<file path="src/rtl/cruise_pkg.sv">
// Shared state encodings, default speed limits and the clamped target-step helper
// for the cruise speed controller.
package cruise_pkg;

    typedef enum logic [1:0] {
        ST_OFF       = 2'd0,
        ST_STANDBY   = 2'd1,
        ST_CRUISE    = 2'd2,
        ST_SUSPENDED = 2'd3
    } cruise_state_e;

    localparam logic [7:0] DEF_MIN_SPEED = 8'd40;
    localparam logic [7:0] DEF_MAX_SPEED = 8'd200;
    localparam int         DEF_RATE_DIV  = 16;

    // One +/-1 step of the set-point, clamped to [lo, hi] so it never wraps.
    function automatic logic [7:0] step_target(input logic [7:0] cur, input logic up,
                                               input logic [7:0] lo, input logic [7:0] hi);
        logic [7:0] res;
        if (up) begin
            if (cur >= hi) res = hi;
            else           res = cur + 8'd1;
        end else begin
            if (cur <= lo) res = lo;
            else           res = cur - 8'd1;
        end
        return res;
    endfunction

endpackage

</file>
<file path="src/rtl/cruise_rate_timer.sv">
// Accel/coast repeat timer: strobes step on the first held cycle and then every
// RATE_DIV cycles while hold stays high; clears whenever hold drops.
module cruise_rate_timer
    import cruise_pkg::*;
#(
    parameter int RATE_DIV = DEF_RATE_DIV
) (
    input  logic clk,
    input  logic rst_n,
    input  logic hold,
    output logic step
);

    localparam int              CNT_W    = $clog2(RATE_DIV);
    localparam logic [CNT_W-1:0] CNT_LAST = CNT_W'(RATE_DIV - 1);

    logic [CNT_W-1:0] cnt_q;
    logic [CNT_W-1:0] cnt_d;

    // Next count: wrap at RATE_DIV-1 while held, otherwise restart from zero.
    always_comb begin
        cnt_d = {CNT_W{1'b0}};
        if (hold) begin
            if (cnt_q == CNT_LAST) cnt_d = {CNT_W{1'b0}};
            else                   cnt_d = cnt_q + CNT_W'(1);
        end else begin
            cnt_d = {CNT_W{1'b0}};
        end
    end

    // Counter register with synchronous active-low reset.
    always_ff @(posedge clk) begin
        if (!rst_n) cnt_q <= {CNT_W{1'b0}};
        else        cnt_q <= cnt_d;
    end

    assign step = hold && (cnt_q == {CNT_W{1'b0}});

endmodule

</file>
<file path="src/rtl/cruise_speed_controller.sv">
// Cruise speed controller: OFF/STANDBY/CRUISE FSM with set-point ramping and
// registered throttle requests. Define CRUISE_RESUME_EN to add SUSPENDED and btn_resume.
module cruise_speed_controller
    import cruise_pkg::*;
#(
    parameter logic [7:0] MIN_SPEED = DEF_MIN_SPEED,
    parameter logic [7:0] MAX_SPEED = DEF_MAX_SPEED,
    parameter int         RATE_DIV  = DEF_RATE_DIV
) (
    input  logic       clk,
    input  logic       rst_n,
    input  logic [7:0] speed,
    input  logic       cmp_g,
    input  logic       cmp_eq,
    input  logic       cmp_l,
    input  logic       btn_on,
    input  logic       btn_off,
    input  logic       btn_set,
    input  logic       btn_accel,
    input  logic       btn_coast,
    input  logic       brake,
`ifdef CRUISE_RESUME_EN
    input  logic       btn_resume,
`endif
    output logic [7:0] target_speed,
    output logic       throttle_up,
    output logic       throttle_down,
    output logic       cruise_active,
    output logic [1:0] state_o
);

    cruise_state_e state_q, state_d;
    logic [7:0]    target_q, target_d;
    logic          throttle_up_q, throttle_up_d;
    logic          throttle_down_q, throttle_down_d;
    logic          cruise_active_q, cruise_active_d;

    logic          set_ok_s;
    logic          ramp_hold_s;
    logic          rate_step_s;
    logic          unused_s;

    // Equality is implied by the other two comparator lines and is not needed.
    assign unused_s = cmp_eq;

    assign set_ok_s = btn_set && (speed >= MIN_SPEED) && (speed <= MAX_SPEED);

    // Ramping only when accel/coast is the event actually applied this cycle.
    assign ramp_hold_s = (state_q == ST_CRUISE) && !btn_off && !brake && !set_ok_s
                         && (btn_accel ^ btn_coast);

    cruise_rate_timer #(
        .RATE_DIV (RATE_DIV)
    ) u_rate_timer (
        .clk   (clk),
        .rst_n (rst_n),
        .hold  (ramp_hold_s),
        .step  (rate_step_s)
    );

    // State and set-point register.
    always_ff @(posedge clk) begin
        if (!rst_n) begin
            state_q         <= ST_OFF;
            target_q        <= 8'd0;
            throttle_up_q   <= 1'b0;
            throttle_down_q <= 1'b0;
            cruise_active_q <= 1'b0;
        end else begin
            state_q         <= state_d;
            target_q        <= target_d;
            throttle_up_q   <= throttle_up_d;
            throttle_down_q <= throttle_down_d;
            cruise_active_q <= cruise_active_d;
        end
    end

    // Next state and set-point, events applied in priority order.
    always_comb begin
        state_d  = state_q;
        target_d = target_q;
        if (btn_off) begin
            state_d  = ST_OFF;
            target_d = 8'd0;
        end else begin
            case (state_q)
                ST_OFF: begin
                    if (btn_on) state_d = ST_STANDBY;
                    else        state_d = ST_OFF;
                end
                ST_STANDBY: begin
                    if (brake) begin
                        state_d = ST_STANDBY;
                    end else if (set_ok_s) begin
                        state_d  = ST_CRUISE;
                        target_d = speed;
                    end else begin
                        state_d = ST_STANDBY;
                    end
                end
                ST_CRUISE: begin
                    if (brake) begin
`ifdef CRUISE_RESUME_EN
                        state_d = ST_SUSPENDED;
`else
                        state_d = ST_STANDBY;
`endif
                    end else if (set_ok_s) begin
                        target_d = speed;
                    end else if (ramp_hold_s && rate_step_s) begin
                        target_d = step_target(target_q, btn_accel, MIN_SPEED, MAX_SPEED);
                    end else begin
                        target_d = target_q;
                    end
                end
                ST_SUSPENDED: begin
`ifdef CRUISE_RESUME_EN
                    if (set_ok_s) begin
                        state_d  = ST_CRUISE;
                        target_d = speed;
                    end else if (btn_resume && (speed >= MIN_SPEED) && (target_q != 8'd0)) begin
                        state_d = ST_CRUISE;
                    end else begin
                        state_d = ST_SUSPENDED;
                    end
`else
                    state_d  = ST_OFF;
                    target_d = 8'd0;
`endif
                end
                default: begin
                    state_d  = ST_OFF;
                    target_d = 8'd0;
                end
            endcase
        end
    end

    // Registered outputs follow the state being entered; conflicting comparator drives nothing.
    always_comb begin
        cruise_active_d = (state_d == ST_CRUISE);
        if ((state_d == ST_CRUISE) && !(cmp_g && cmp_l)) begin
            throttle_up_d   = cmp_l;
            throttle_down_d = cmp_g;
        end else begin
            throttle_up_d   = 1'b0;
            throttle_down_d = 1'b0;
        end
    end

    assign target_speed  = target_q;
    assign throttle_up   = throttle_up_q;
    assign throttle_down = throttle_down_q;
    assign cruise_active = cruise_active_q;
    assign state_o       = state_q;

endmodule

</file>
<file path="config.mk">
export PLATFORM = sky130hd
export DESIGN_NAME = cruise_speed_controller
export DESIGN_NICKNAME = d
export VERILOG_FILES = /design/src/rtl/cruise_pkg.sv /design/src/rtl/cruise_rate_timer.sv /design/src/rtl/cruise_speed_controller.sv
export SDC_FILE = /design/constraint.sdc
export NUM_CORES = 1
export LEC_CHECK = 0
export ABC_CLOCK_PERIOD_IN_PS = 5850
export BUFFER_PORTS_ARGS = -buffer_cell sky130_fd_sc_hd__buf_2
export CORE_MARGIN = 5
export CORE_UTILIZATION = 57
export CTS_CLUSTER_SIZE = 28
export DETAILED_ROUTE_END_ITERATION = 10
export HOLD_SLACK_MARGIN = 0.02
export MAX_ROUTING_LAYER = met4
export PLACE_DENSITY = 0.95
export REMOVE_ABC_BUFFERS = 1
export SYNTH_ARGS = -nofsm -noshare
export SYNTH_HDL_FRONTEND = slang
export SYNTH_HIERARCHICAL = 1
export SYNTH_SLANG_ARGS = --single-unit
</file>
<file path="constraint.sdc">
create_clock -name clk -period 5.85 [get_ports clk]
set_clock_uncertainty 0.05 [all_clocks]
set_input_delay 0.585 -clock clk [delete_from_list [all_inputs] [get_ports clk]]
set_output_delay 0.585 -clock clk [all_outputs]
set_load 0.005 [all_outputs]
</file>
==> flow_summary.json <==
{
  "fin_nets": 217,
  "dp.final_hpwl_um": 2690,
  "core.rowCount": 17,
  "sw_frac_of_total_pct": 26.9,
  "synthArstFlopShare_pct": 0,
  "r2r_slack_ns": 3.13,
  "final-max-slew-violation-count": 0,
  "setup_viol": 0,
  "clockPowerShare_pct": 28.9,
  "synth_edf_count": 0,
  "crit_slowest_cell": "o311ai_1",
  "antenna_found_initial": 0,
  "grt-ovfl-total": 0,
  "tns_ns": 0,
  "grt_use_met1_pct": 23.7,
  "switchingPower_w": 0.0000579,
  "firstDrtPassIters": 4,
  "avgSynthCellArea_um2": 8.06,
  "leakagePower_nw": 0.691,
  "status": "complete, no violations",
  "fin_util_pct": 67.6,
  "gp_congestion": 0.857,
  "syn_inst": 166,
  "finalCritPeriodShare_pct": 51.8,
  "drtIter0Drc": 83,
  "path_cells": "buf_2 -> o31a_1 -> o311ai_1 -> a21oi_1 -> and3_1 -> and4bb_2 -> nand4_1 -> o41ai_4 -> or2_1 -> a31oi_1",
  "crit_family": "compound AO/OA/AOI/OAI gates",
  "via_per_inst": 6.51,
  "hold_viol": 0,
  "cts_tree": "done",
  "grt_max_degree": 15,
  "rsz0062_at_grt": "false",
  "cp-start-kind": "primary input",
  "area_growth_syn_to_layout_pct": 12.8,
  "synth.distinct_cells": 51,
  "fin_crit_ns": 3.03,
  "post_cts_resized": 0,
  "place_area_um2": 1480,
  "cts_sinks": 17,
  "core_area_um2": 2230,
  "met2_usage_pct": 37.3,
  "cts_setup_buffers": 0,
  "crit_path_max_incr_delay_ns": 0.47,
  "final_area_um2": 1510,
  "ir_drop_mv": 0.196,
  "synth_area_um2": 1340,
  "crit_type": "in2reg",
  "pwr-share-seq_pct": 55.0,
  "fmax_mhz": 330,
  "drive_gt1_share_pct": 21.9,
  "drtAntennaViolNets": 0,
  "htree_levels": 1,
  "io_pins": 32,
  "critPathArrivalTime_ns": 3.19,
  "hold_class": "in2reg",
  "grt_pass1_vias": 1253,
  "wl_um": 3490,
  "grtUsageTotal_pct": 21.1,
  "cp.required_ns": 6.02,
  "grt_use_met3_pct": 1.75,
  "grt_pass1_wl_um": 5490,
  "die_width_um": 58.5,
  "cp_num_buf_inv": 1,
  "clk_path_buf_depth": 2,
  "busiest_layer": "met2",
  "synth-seq-cells": 17,
  "cts_root_buffer": "clkbuf_4",
  "drc": 0,
  "synth_top_area_share_pct": 25.4,
  "die_h_um": 58.5,
  "internal_power_w": 0.000157,
  "endpoint_kind": "flip-flop",
  "synth_area_leader_cell": "dfxtp_1",
  "clkLatencyLatePin_ns": 0.29,
  "yosysWarnings": 6,
  "clk_pin_slew_ns": 0.09,
  "numPortBuffers": 30,
  "initial_core_util_pct": 59.9,
  "worst_pin_slew_ns": 0.921,
  "vias": 1433,
  "cp_max_fo": 8,
  "slew-limit-headroom_pct": 37.8,
  "antenna_cells": 0,
  "cts_hold_buf": 0,
  "netlist_top_cells_area": "dfxtp_1 (25%), a21oi_1 (4.9%), ha_1 (4.7%), inv_1 (4.2%), o41ai_4 (4.1%)",
  "ys.flop_type": "dfxtp_1",
  "drv_cap": 0,
  "wl_per_cell_um": 15.8,
  "yosysSeqAreaShare_pct": 25.4,
  "numCtsBuffers": 3,
  "power_density_nw_per_um2": 143,
  "dieArea_um2": 3420,
  "combPwrFrac_pct": 16.1
}
==> state kept, by name, summed over array words and instances, names as in the netlist <==
register            cells
state_o                 2
u_rate_timer/cnt_q      4
throttle_down           1
target_speed            8
throttle_up             1
cruise_active           1
==> power groups by stage <==
stage	Clock (W)	Sequential, W	Combinational [W]
final	0.0000622	0.000119	0.0000346
after global routing	0.0000721	0.000119	0.0000376
after global placement	0	0.000121	0.0000328
after CTS	0.0000659	0.000118	0.0000341
after floorplan	0	0.000121	0.0000189
after detailed placement	0	0.000121	0.0000339
==> worst reg2reg max path: cells and delay by family, from the launching register on <==
family,cells,cell delay (ns)
AOI/OAI and AO/OA,2,0.72
and+or+nand+nor,5,1.16
DFF,1,0.51
muxes,1,0.22
==> path summary, 6_finish.rpt <==
check / end / cells after the start / from
setup / recovery: target_speed[3] / 10 / speed[2]
hold / removal: throttle_down / 2 / cmp_l
setup reg to reg: target_speed[7] / 8 / state_o[1]
hold reg to reg: u_rate_timer/cnt_q[0] / 1 / u_rate_timer/cnt_q[0]
==> metal layers <==
metal	routed length [µm]	up-vias
met3	247	6
met2	1720	55
met4	47	0
met5	0	-
met1	1470	679
li1	-	693
==> layout by cell type (no fill, tap or decap), types with 3 or more instances in the layout <==
cell	count
a21oi_1	13
nand2_1	13
nor3b_1	4
o211ai_1	3
inv_1	15
ha_1	5
a31oi_1	6
buf_2	30
xor2_1	3
nor3_1	6
nand3_1	7
nand4_1	5
o31ai_1	7
clkbuf_4	3
dfxtp_1	17
o21ai_0	7
and3_1	3
a22oi_1	3
nor2_1	5
==> logic make-up after synthesis <==
family	share of synthesized area, %
compound gates	36.8
xor+xnor	1.96
fa+ha+maj	4.67
buf+inv	7.20
flops	25.4
mux	0.748
simple gates	23.2
==> through the flow <==
| step | cells | total power [W] | setup WS [ns] | hold slack [ns] |
|---|---|---|---|---|
| detailed placement | 216 | 0.000155 | 2.55 | 0.411 |
| floorplan | 158 | 0.000140 | 3.05 | 0.380 |
| global placement | 216 | 0.000154 | 2.59 | 0.391 |
| CTS | 220 | 0.000218 | 2.88 | 0.385 |
| finish | 220 | 0.000215 | 2.82 | 0.399 |
| global route | 220 | 0.000229 | 2.76 | 0.394 |
==> area by class of cell <==
type | instances | area, µm²
Sequential cell | 17 | 340
Clock buffer | 4 | 26.3
Fill cell | 208 | 723
Multi-Input combinational cell | 126 | 902
Tap cell | 28 | 35.0
Timing Repair Buffer | 30 | 150
Inverter | 15 | 56.3
==> synth_stat cells (2+ instances only) <==
cell type	count
nor2_1	5
a21oi_1	13
o31a_1	2
nor3b_1	4
ha_1	5
xor2_1	3
a22oi_1	3
buf_2	2
a32oi_1	2
o211ai_1	3
a31oi_1	6
nand4_1	5
nand3_1	7
nor2b_1	2
dfxtp_1	17
nand2_1	13
or3_1	2
a211o_1	2
o31ai_1	7
o21ai_0	7
clkbuf_1	4
nor3_1	6
inv_1	15
o41ai_4	2
and3_1	3
Note: power is estimated with default switching activity, not from simulation.
